$ cat src/rtl/timer_presc_pkg.sv
// Shared definitions for the multi-channel prescaler timer: channel FSM states
// and default sizing constants.
package timer_presc_pkg;

    localparam int TP_NUM_CH_DEF = 2;
    localparam int TP_CNT_W_DEF  = 8;

    typedef enum logic [1:0] {
        ST_IDLE = 2'd0,
        ST_RUN  = 2'd1,
        ST_DONE = 2'd2
    } chan_state_e;

endpackage

$ cat src/rtl/timer_presc_channel.sv
// One prescaler channel: counts while enabled, pulses and wraps to zero on a
// compare match, and optionally parks in DONE after the first match.
module timer_presc_channel
    import timer_presc_pkg::*;
#(
    parameter int CNT_W = TP_CNT_W_DEF
) (
    input  logic             clk_i,
    input  logic             rst_ni,
    input  logic             reset_count_i,
    input  logic             enable_count_i,
    input  logic             oneshot_i,
    input  logic [CNT_W-1:0] compare_value_i,
    input  logic             write_counter_i,
    input  logic [CNT_W-1:0] counter_value_i,
    output logic [CNT_W-1:0] counter_value_o,
    output logic             target_reached_o,
    output logic             done_o
);

    chan_state_e      state_q, state_d;
    logic [CNT_W-1:0] cnt_q, cnt_d;
    logic             tgt_q, tgt_d;

    always_comb begin
        state_d = state_q;
        cnt_d   = cnt_q;
        tgt_d   = 1'b0;
        if (reset_count_i) begin
            cnt_d   = '0;
            state_d = ST_IDLE;
        end else if (write_counter_i) begin
            cnt_d   = counter_value_i;
            state_d = ST_IDLE;
        end else begin
            case (state_q)
                ST_DONE: begin
                    cnt_d = '0;
                end
                default: begin
                    // IDLE and RUN both count on an enabled edge, so the first
                    // enabled edge after any stop already advances the counter.
                    if (!enable_count_i) begin
                        state_d = ST_IDLE;
                    end else begin
                        state_d = ST_RUN;
                        if (cnt_q == compare_value_i) begin
                            cnt_d = '0;
                            tgt_d = 1'b1;
                            if (oneshot_i) begin
                                state_d = ST_DONE;
                            end
                        end else begin
                            cnt_d = cnt_q + 1'b1;
                        end
                    end
                end
            endcase
        end
    end

    always_ff @(posedge clk_i or negedge rst_ni) begin
        if (!rst_ni) begin
            state_q <= ST_IDLE;
            cnt_q   <= '0;
            tgt_q   <= 1'b0;
        end else begin
            state_q <= state_d;
            cnt_q   <= cnt_d;
            tgt_q   <= tgt_d;
        end
    end

    assign counter_value_o  = cnt_q;
    assign target_reached_o = tgt_q;
    assign done_o           = (state_q == ST_DONE);

endmodule

$ cat src/rtl/timer_unit_presc_multi.sv
// Array of independent prescaler channels sharing one clock and reset, with
// packed per-channel compare/load/counter buses.
module timer_unit_presc_multi
    import timer_presc_pkg::*;
#(
    parameter int NUM_CH = TP_NUM_CH_DEF,
    parameter int CNT_W  = TP_CNT_W_DEF
) (
    input  logic                    clk_i,
    input  logic                    rst_ni,
    input  logic [NUM_CH-1:0]       reset_count_i,
    input  logic [NUM_CH-1:0]       enable_count_i,
    input  logic [NUM_CH-1:0]       oneshot_i,
    input  logic [NUM_CH*CNT_W-1:0] compare_value_i,
    input  logic [NUM_CH-1:0]       write_counter_i,
    input  logic [NUM_CH*CNT_W-1:0] counter_value_i,
    output logic [NUM_CH*CNT_W-1:0] counter_value_o,
    output logic [NUM_CH-1:0]       target_reached_o,
    output logic [NUM_CH-1:0]       done_o
);

    for (genvar gi = 0; gi < NUM_CH; gi++) begin : g_ch
        timer_presc_channel #(
            .CNT_W(CNT_W)
        ) u_channel (
            .clk_i           (clk_i),
            .rst_ni          (rst_ni),
            .reset_count_i   (reset_count_i[gi]),
            .enable_count_i  (enable_count_i[gi]),
            .oneshot_i       (oneshot_i[gi]),
            .compare_value_i (compare_value_i[gi*CNT_W +: CNT_W]),
            .write_counter_i (write_counter_i[gi]),
            .counter_value_i (counter_value_i[gi*CNT_W +: CNT_W]),
            .counter_value_o (counter_value_o[gi*CNT_W +: CNT_W]),
            .target_reached_o(target_reached_o[gi]),
            .done_o          (done_o[gi])
        );
    end

endmodule

$ cat config.mk
export PLATFORM = sky130hd
export DESIGN_NAME = timer_unit_presc_multi
export DESIGN_NICKNAME = d
export VERILOG_FILES = /design/src/rtl/timer_presc_pkg.sv /design/src/rtl/timer_presc_channel.sv /design/src/rtl/timer_unit_presc_multi.sv
export SDC_FILE = /design/constraint.sdc
export NUM_CORES = 1
export LEC_CHECK = 0
export CORE_ASPECT_RATIO = 2
export CORE_MARGIN = 1.5
export CORE_UTILIZATION = 25
export DETAILED_ROUTE_END_ITERATION = 8
export HOLD_SLACK_MARGIN = 0.15
export SYNTH_ARGS = -nofsm -noshare
export SYNTH_HDL_FRONTEND = slang
export SYNTH_SLANG_ARGS = --single-unit
$ cat constraint.sdc
create_clock -name clk_i -period 2.9 [get_ports clk_i]
set_input_delay 0.58 -clock clk_i [delete_from_list [all_inputs] [get_ports clk_i]]
set_output_delay 0.58 -clock clk_i [all_outputs]
set_load 0.03 [all_outputs]
## Word level (Yosys, flattened, before mapping)

Index checks and enable logic that the tools add are counted.

| operators by class | value |
|---|---|
| eq/ne operators | 6 |
| reductions and logical operators | 2 |
| add/sub/neg operators | 2 |
| multiplexer cells | 32 |

Operators with widths:

| kind | count |
|---|---|
| 2-to-1 mux 8 bit | 10 |
| 2-to-1 mux 2 bit | 12 |
| adder 8 x 1 -> 8 bit (second input constant) | 2 |
| == test 8 bit | 2 |
| 2-to-1 mux 1 bit | 10 |
| nonzero test 4 bit | 2 |
| inequality test 3 bit (second input constant) | 2 |
| == test 2 bit (second input constant) | 2 |

| storage, ports and cells | value |
|---|---|
| logic and storage cells | 48 |
| output and inout port bits | 20 |
| register bits after elaboration | 22 |
| input port bits | 42 |

## Logic depth before layout (Yosys ltp)

Gate-level depths: netlist of run 1.

| logic depth | value |
|---|---|
| depth in word-level cells | 6 |
| gate-level depth with buffers | 6 |
| depth with buffers taken out | 6 |

## By module

From an unflattened synthesis of run 1, not the netlist that was laid out.

| unflattened totals | value |
|---|---|
| cells, all modules | 168 |
| area total of the unflattened synthesis | 1448.9 um^2 |

By module, submodules not included:

| module | area each (um^2) | times used | cells an instance |
|---|---|---|---|
| timer_presc_channel | 724.4 | 2 | 84 |

## Worst setup path before layout of run 1

No wires, ideal clock.

| timing path | value |
|---|---|
| kind | input to register |
| from | in compare_value_i[14] |
| to | reg g_ch[1].u_channel.cnt_q[6] |
| required time | 2.774 ns |
| buffers on the path | 1 |
| arrival | 1.579 ns |
| stages | 6 |
| setup time | 0.126 ns |
| slack | 1.195 ns |
| cell sequence | xor2_1 nor4_1 and2_1 buf_4 a211oi_1 a221o_1 |

| between the ends | value |
|---|---|
| cells in the longest elaborated chain, start to end | 6 |

Ends and longest elaborated chain:

| item | line | text |
|---|---|---|
| start, declared | timer_unit_presc_multi.sv:14 | `input logic [NUM_CH*CNT_W-1:0] compare_value_i,` |
| == test 8 bit | timer_presc_channel.sv:47 | `if (cnt_q == compare_value_i) begin` |
| 2-to-1 mux 8 bit | timer_presc_channel.sv:47 |  |
| 2-to-1 mux 8 bit | timer_presc_channel.sv:43 | `if (!enable_count_i) begin` |
| 2-to-1 mux 8 bit | timer_presc_channel.sv:36 | `case (state_q)` |
| 2-to-1 mux 8 bit | timer_presc_channel.sv:32 | `end else if (write_counter_i) begin` |
| 2-to-1 mux 8 bit | timer_presc_channel.sv:29 | `if (reset_count_i) begin` |
| end signal, assigned | timer_presc_channel.sv:69 | `cnt_q <= cnt_d;` |
| end, declared | timer_presc_channel.sv:22 | `logic [CNT_W-1:0] cnt_q, cnt_d;` |

No other way between the ends. The select of a mux whose other input is x is not followed.
A chain may end at the register's enable or synchronous reset.

## Final worst setup path of run 1

| timing path | value |
|---|---|
| from | reg g_ch[1].u_channel.state_q[0] |
| to | out done_o[1] |

| between the ends | value |
|---|---|
| cells in the longest elaborated chain, start to end | 1 |

Ends and longest elaborated chain:

| item | line | text |
|---|---|---|
| start, declared | timer_presc_channel.sv:21 | `chan_state_e state_q, state_d;` |
| start signal, assigned | timer_presc_channel.sv:68 | `state_q <= state_d;` |
| == test 2 bit | timer_presc_channel.sv:76 | `assign done_o = (state_q == ST_DONE);` |
| end, declared | timer_unit_presc_multi.sv:19 | `output logic [NUM_CH-1:0] done_o` |

No other way between the ends.

==> flow_summary.ini, run 1 <==
[drt]
vias_per_cell = 5.29
drt_iter0_markers = 27
dr.pass1.iters = 7
routed-wl-met2_um = 2650
wl_per_cell_um = 16.1
vias = 1503
detail-route-antenna-nets = 0
post-route-drc-count = 0
drt-total-wl_um = 4560
wl_met1_um = 1520
met3_length_um = 243
maxUsedRoutingLayer = met4

[grt]
antenna_found_initial = 0
grt_max_degree = 23
grt_pass1_wl_um = 7160
track_usage_pct = 14.4
grt_pass1_vias = 1519
gr-total-overflow = 0

[timing]
layout_setup_ws_ns = 0.689
setup-tns-final_ns = 0
max_slew_margin_pct = 56.1
max_freq_ghz = 0.452
finalCritPeriodShare_pct = 76.2
finalSetupViolCount = 0
hold_violations = 0
drv_slew = 0
worst_slew_pin_slew_ns = 0.657
fin_crit_ns = 2.21
rsz0062_at_grt = false
finClkSkew_ns = 0.00284

[finish]
nNetsFinal = 269
area_growth_syn_to_layout_pct = 49.1
nFillCells = 589
num_antenna_cells = 0
fin_area_sq_mm = 0.00220
layout-drive-gt1-share_pct = 7.62

[synth]
yosys-top-cells-count = dfrtp_1, xor2_1, a22oi_1, nand2_1
synthArstFlopShare_pct = 100
synthMuxAreaShare_pct = 0
ys.flop_type = dfrtp_1
ys_types = 39
yosysSeqAreaShare_pct = 37.3
synth_edf_count = 0
synth_cells = 165
synth_fa_ha_area_share_pct = 1.69
synth.area.top_cells = dfrtp_1, xor2_1, a22oi_1
synth_warnings = 0
synth.most_common_cell = dfrtp_1
syn_avg_cell_area_sq_um = 8.96
synth_top_family_by_area = simple AND/OR/NAND/NOR gates
syn_nets = 209
synthXorXnorAreaFrac_pct = 9.48
synth_area_leader_cell = dfrtp_1
synth.top_cell.area_share_pct = 37.3
syn_area_sq_mm = 0.00148
ys_ff_latch = 22
synth_compound_area_share_pct = 18.8
synthSimpleGateAreaFrac_pct = 28.3

[floorplan]
placementRows = 39
core-area_sq_mm = 0.00571
initial_core_util_pct = 25.9
num_io_pins = 62
die_w_um = 57.4
die_height_um = 112
dieArea_sq_mm = 0.00641

[worst_setup_path]
cp.arrival_ns = 1.63
cp_num_buf_inv = 2
crit_chain = nand2b_1, inv_1, clkdlybuf4s50_1
crit_path_start_kind = flip-flop
slowest_delay_ns = 0.69
cp_top_family = buffers and inverters
crit_required_ns = 2.32
worstPathMaxFanout = 4
crit_type = flip-flop to output pin
endpoint_kind = output pin
cpMaxStageDelayCell = clkdlybuf4s50_1

[flow_run]
cap_violations = 0

[clock_tree]
postCtsSetupBuffers = 0
root_buffer = clkbuf_16
numCtsBuffers = 3
htreeDepth = 1
cts_tree = done
clock-sinks = 22
clk_pin_slew_ns = 0.06
cts_buffer_depth = 2
cts_resized = 0
insertion_delay_ns = 0.25
cts_hold_buf = 0

[placement]
routabilityCongestion = 0.836
io_buffers = 61
hpwl_um = 3640
pre_cts_ws_ns = 0.564
dpl_cell_area_sq_mm = 0.00213

[power]
p_seq_share_pct = 41.8
p_total_mw = 0.853
p_comb_share_pct = 24.7
switching_share_pct = 27.9
leakage_nw = 0.928
internal-power_mw = 0.615
p_sw_mw = 0.238
power_density_mw_per_mm2 = 387
power.share.clock_pct = 33.5
peakVddDrop_uv = 212

[worst_hold_path]
hold_path.class = flip-flop to flip-flop

[outcome]
status = completed
## sequential cells by signal (all words and copies together) (netlist names)
register and cells:
g_ch.u_channel.target_reached_o 2, g_ch.u_channel.state_q 4, g_ch.u_channel.counter_value_o 16
## cell usage in the layout (no fill, tap or decap), drive strengths merged
master	count
a211oi	1
a21o	2
a21oi	6
a221o	2
a22oi	14
a31oi	3
a41oi	1
and2	2
and3	6
and3b	1
buf	2
clkbuf	3
clkdlybuf4s50	61
dfrtp	22
ha	2
inv	4
nand2	15
nand2b	4
nand3	9
nand3b	1
nand4	2
nor2	7
nor2b	3
nor3	5
nor4	7
o211a	1
o211ai	1
o21ai	11
or2	2
or3	6
or4	1
xor2	16
## layout make-up
| class | instances | area (sq um) | share of cell area [%] |
|---|---|---|---|
| Multi-Input combinational cell | 131 | 861 | 39.1 |
| Clock buffer | 3 | 75.1 | 3.41 |
| Timing Repair Buffer | 63 | 626 | 28.4 |
| Tap cell | 61 | 76.3 | 3.46 |
| Sequential cell | 22 | 551 | 25.0 |
| Inverter | 4 | 15.0 | 0.681 |
## final timing paths
kind | from | endpoint | slack [ns] | cells after the start
max in group asynchronous | rst_ni | g_ch[1].u_channel.counter_value_o[5] | 1.97 | 2
min in group asynchronous | rst_ni | g_ch[0].u_channel.state_q[0] | 0.69 | 2
worst max-delay path | g_ch[1].u_channel.state_q[0] | done_o[1] | 0.69 | 3
worst min register to register | g_ch[1].u_channel.counter_value_o[0] | g_ch[1].u_channel.counter_value_o[0] | 0.62 | 1
worst max register to register | g_ch[1].u_channel.counter_value_o[0] | g_ch[1].u_channel.counter_value_o[6] | 1.14 | 5
worst min-delay path | g_ch[1].u_channel.counter_value_o[0] | g_ch[1].u_channel.counter_value_o[0] | 0.62 | 1
## power groups by stage
stage / registers, mW / logic, mW / clock network [mW]
after global placement: 0.362 / 0.210 / 0
after CTS: 0.356 / 0.213 / 0.298
after detailed placement: 0.361 / 0.213 / 0
after floorplan: 0.382 / 0.0662 / 0
after global routing: 0.359 / 0.228 / 0.315
final: 0.356 / 0.211 / 0.286
## cell families (layout without fill, tap and decap cells)
| logic type | Yosys count | after routing |
|---|---|---|
| adders and majority gates | 2 | 2 |
| AOI/OAI and AO/OA | 42 | 42 |
| buffers and inverters | 12 | 70 |
| xor gates and xnor gates | 16 | 16 |
| DFF | 22 | 22 |
| and+or+nand+nor | 71 | 71 |
## per-layer routing
| layer | up-vias | track usage, % |
|---|---|---|
| li1 | 722 | - |
| met1 | 705 | 12.8 |
| met2 | 63 | 29.5 |
| met3 | 13 | 2.21 |
| met4 | 0 | 5.74 |
| met5 | - | 0 |
## through the flow
stage,utilization (%),hold slack [ns],instances
floorplan,-,0.284,165
global placement,37.3,0.592,281
detailed placement,37.3,0.607,281
CTS,38.6,0.618,284
global route,38.6,0.640,284
finish,38.6,0.617,284
(Power assumes the default switching activity.)
==> inputs of run 2 (changes only) <==
==> constraint.sdc (replaced) <==
create_clock -name clk_i -period 1.9 [get_ports clk_i]
set_input_delay 0.38 -clock clk_i [delete_from_list [all_inputs] [get_ports clk_i]]
set_output_delay 0.38 -clock clk_i [all_outputs]
set_load 0.03 [all_outputs]
==> run 2 against run 1 <==
- cell area rose by 6.5%
- non-clock buffer count rose by 17
- sequential share of layout area fell by 1.5 points
- power rose by 62%
- critical path type unchanged
- critical endpoint is now counter_value_o[11]
==> flow_summary.ini, run 2 (synthesized netlist as in run 1, its figures left out) <==
[finish]
layout_common_cells = clkdlybuf4s50_1, dfrtp_1, buf_4, xor2_1
layout-drive-gt1-share_pct = 14.5
num_antenna_cells = 0
nNetsFinal = 286
largest_reg_flops = 16
mostFrequentLayoutCell = clkdlybuf4s50_1
area_growth_syn_to_layout_pct = 58.8
final_util_pct = 41.1

[flow_run]
cap_violations = 0

[drt]
post-route-drc-count = 0
vias_per_cell = 5.21
dr.pass1.iters = 4
wl_per_cell_um = 15.7
vias = 1572
drt_iter0_markers = 40
drt-total-wl_um = 4750
detail-route-antenna-nets = 0

[grt]
antenna_found_initial = 0
grt_pass1_vias = 1579
track_usage_pct = 14.5
gr-total-overflow = 0
grt_pass1_wl_um = 7170
grt_max_degree = 23

[timing]
max_freq_ghz = 0.540
max_slew_margin_pct = 55.1
worst_slew_pin_slew_ns = 0.673
fin_crit_ns = 1.85
hold_violations = 0
finClkSkew_ns = 0.00231
finalSetupViolCount = 0
rsz0062_at_grt = false
setup-tns-final_ns = 0
finalCritPeriodShare_pct = 97.5
drv_slew = 0

[floorplan]
dieArea_sq_mm = 0.00641
initial_core_util_pct = 25.9
die_w_um = 57.4
die_height_um = 112
placementRows = 39
core-area_sq_mm = 0.00571
num_io_pins = 62

[worst_setup_path]
endpoint_kind = output pin
cp_top_family = buffers and inverters
crit_path_start_kind = flip-flop
crit_required_ns = 1.52
cpMaxStageDelayCell = clkdlybuf4s50_1
worstPathMaxFanout = 7
slowest_delay_ns = 0.73
crit_type = flip-flop to output pin
crit_chain = clkdlybuf4s50_1
cp_num_buf_inv = 1
cp.arrival_ns = 1.47

[outcome]
status = completed

[clock_tree]
htreeDepth = 1
cts_buffer_depth = 2
insertion_delay_ns = 0.25
root_buffer = clkbuf_16
postCtsSetupBuffers = 0
numCtsBuffers = 3
cts_tree = done
clk_pin_slew_ns = 0.06
cts_hold_buf = 0
clock-sinks = 22

[power]
peakVddDrop_uv = 336
leakage_nw = 1.04
power_density_mw_per_mm2 = 588

[placement]
hpwl_um = 3790
routabilityCongestion = 0.794
io_buffers = 61

[worst_hold_path]
hold_path.class = primary input to asynchronous set/reset pin
run 2: layout make-up:
cell class              count  area [sq um]
fillers                   592          3360
multi-input cells         131           861
repair buffers             80           754
flip-flops and latches     22           551
clock buffers               4          88.8
well taps                  61          76.3
inverters                   4          15.0
run 2: through the flow:
| step | hold slack (ns) | std cells | setup slack [ns] | area [sq um] | power, mW |
|---|---|---|---|---|---|
| final | 0.488 | 302 | 0.0470 | 2350 | 1.38 |
| after global placement | 0.592 | 298 | -0.123 | 2260 | 0.897 |
| after CTS | 0.494 | 302 | 0.0189 | 2340 | 1.40 |
| after global routing | 0.512 | 302 | 0.00135 | 2350 | 1.45 |
| after floorplan | 0.0844 | 165 | 0.203 | 1480 | 0.684 |
| after detailed placement | 0.586 | 298 | -0.159 | 2260 | 0.901 |
run 2: final timing paths:
path | from | to | slack [ns] | cells after the start
max | g_ch[1].u_channel.counter_value_o[3] | counter_value_o[11] | 0.05 | 1
min | rst_ni | g_ch[0].u_channel.state_q[0] | 0.49 | 2
max reg2reg | g_ch[1].u_channel.counter_value_o[6] | g_ch[1].u_channel.counter_value_o[6] | 0.19 | 5
min reg2reg | g_ch[1].u_channel.counter_value_o[0] | g_ch[1].u_channel.counter_value_o[0] | 0.59 | 1
max in group asynchronous | rst_ni | g_ch[0].u_channel.counter_value_o[2] | 1.18 | 2
min in group clk_i | g_ch[1].u_channel.counter_value_o[0] | g_ch[1].u_channel.counter_value_o[0] | 0.59 | 1
run 2: layer usage:
metal  vias up  wire length [um]  track usage [%]
met5         -                 0                0
met4         0               114             6.05
met3         8               228             2.32
met2        56              2810             29.8
met1       750              1590             12.7
li1        758                 -                -
run 2: what timing repair did:
item                       in CTS  in global routing
setup endpoints to repair       1                  1
hold endpoints to repair        0                  0
resized for setup               1                  1
run 2: where the power goes:
part | total (mW) | switching (mW) | internal (mW) | leakage, nW
clock network | 0.490 | 0.168 | 0.321 | 0.0442
registers | 0.542 | 0.0482 | 0.494 | 0.294
logic | 0.348 | 0.162 | 0.186 | 0.704
total | 1.38 | 0.379 | 1.00 | 1.04
==> inputs of run 3 (changes only) <==
--- a/config.mk
+++ b/config.mk
@@ -10,6 +10,7 @@
 export CORE_UTILIZATION = 25
 export DETAILED_ROUTE_END_ITERATION = 8
 export HOLD_SLACK_MARGIN = 0.15
+export RECOVER_POWER = 50
 export SYNTH_ARGS = -nofsm -noshare
 export SYNTH_HDL_FRONTEND = slang
 export SYNTH_SLANG_ARGS = --single-unit
==> run 3 against run 2 <==
- first-iteration DRC count fell by 5.0%
- sequential share of layout area increased by 0.15 points
- highest routed layer unchanged
- via count up 0.25%
- critical endpoint unchanged
==> flow_summary.ini, run 3 (synthesized netlist as in run 1, its figures left out) <==
[worst_setup_path]
cp_num_buf_inv = 1
cpMaxStageDelayCell = clkdlybuf4s50_1
endpoint_kind = output pin
worstPathMaxFanout = 7
crit_chain = clkdlybuf4s50_1
crit_path_start_kind = flip-flop
cp_top_family = buffers and inverters
crit_type = flip-flop to output pin
slowest_delay_ns = 0.73
crit_required_ns = 1.52
cp.arrival_ns = 1.47

[clock_tree]
cts_resized = 1
htreeDepth = 1
insertion_delay_ns = 0.25
cts_hold_buf = 0
cts_tree = done
root_buffer = clkbuf_16
clock-sinks = 22
cts_buffer_depth = 2
clk_pin_slew_ns = 0.06
postCtsSetupBuffers = 0
numCtsBuffers = 3

[timing]
layout_setup_ws_ns = 0.0470
finalCritPeriodShare_pct = 97.5
fin_crit_ns = 1.85
hold_violations = 0
finClkSkew_ns = 0.00236
drv_slew = 0
holdWs_ns = 0.588
rsz0062_at_grt = false
max_slew_margin_pct = 55.2
max_freq_ghz = 0.540
worst_slew_pin_slew_ns = 0.671
finalSetupViolCount = 0

[floorplan]
num_io_pins = 62
dieArea_sq_mm = 0.00641
die_w_um = 57.4
initial_core_util_pct = 25.9
die_height_um = 112
core-area_sq_mm = 0.00571
placementRows = 39

[placement]
io_buffers = 61
dpl_cell_area_sq_mm = 0.00226
routabilityCongestion = 0.794
pre_cts_ws_ns = -0.159
hpwl_um = 3790

[finish]
layout-drive-gt1-share_pct = 14.1
layout_common_cells = clkdlybuf4s50_1, dfrtp_1, buf_4, xor2_1
mostFrequentLayoutCell = clkdlybuf4s50_1
fin_area_sq_mm = 0.00233
nFillCells = 595
nNetsFinal = 286
num_antenna_cells = 0
largest_reg_flops = 16
final_util_pct = 40.8
area_growth_syn_to_layout_pct = 57.7

[power]
p_total_mw = 1.38
power_density_mw_per_mm2 = 590
peakVddDrop_uv = 335
leakage_nw = 1.02

[flow_run]
cap_violations = 0

[grt]
grt_pass1_vias = 1579
gr-total-overflow = 0
track_usage_pct = 14.5
grt_max_degree = 23
antenna_found_initial = 0
grt_pass1_wl_um = 7170

[worst_hold_path]
hold_path.class = flip-flop to flip-flop

[drt]
detail-route-antenna-nets = 0
dr.pass1.iters = 4
post-route-drc-count = 0
drt-total-wl_um = 4740
wl_per_cell_um = 15.7
vias_per_cell = 5.22
vias = 1576
drt_iter0_markers = 38

[outcome]
status = completed
[run 3: cell types whose count changed in the layout (fill, tap and decap cells not counted)]
cell / delta
dlymetal6s2s_1: -1
clkbuf_2: +1
buf_4: -2
clkdlybuf4s50_1: -2
dlygate4sd3_1: +2
clkbuf_1: +2
[run 3: where the power goes]
| group | internal (mW) | switching (mW) |
|---|---|---|
| registers | 0.494 | 0.0482 |
| clock network | 0.321 | 0.168 |
| logic | 0.182 | 0.162 |
[run 3: cell type report]
type	count	area [sq um]	share of cell area (%)
clock buffer	4	88.8	3.81
inverter	4	15.0	0.644
multi-input combinational	131	861	36.9
sequential	22	551	23.6
tap	61	76.3	3.27
timing repair buffer	80	739	31.7
[run 3: worst paths after layout]
kind / cells past startpoint / end / startpoint / slack, ns
max: 1 / counter_value_o[11] / g_ch[1].u_channel.counter_value_o[3] / 0.05
min: 1 / g_ch[1].u_channel.counter_value_o[0] / g_ch[1].u_channel.counter_value_o[0] / 0.59
max in group asynchronous: 2 / g_ch[0].u_channel.counter_value_o[2] / rst_ni / 0.85
max reg2reg: 5 / g_ch[1].u_channel.counter_value_o[6] / g_ch[1].u_channel.counter_value_o[6] / 0.19
min in group asynchronous: 2 / g_ch[0].u_channel.state_q[0] / rst_ni / 0.66
min reg2reg: 1 / g_ch[1].u_channel.counter_value_o[0] / g_ch[1].u_channel.counter_value_o[0] / 0.59
[run 3: metal layers]
| layer | vias up | GRT usage (%) | wire (um) |
|---|---|---|---|
| met5 | - | 0 | 0 |
| met4 | 0 | 6.05 | 114 |
| met3 | 8 | 2.32 | 224 |
| met2 | 56 | 29.8 | 2810 |
| met1 | 753 | 12.7 | 1590 |
| li1 | 759 | - | - |
[run 3: metrics by stage]
step	TNS, ns	instances
6_report	0	302
5_1_grt	0	302
3_3_place_gp	-0.785	298
4_1_cts	0	302
2_1_floorplan	0	165
3_5_place_dp	-1.01	298
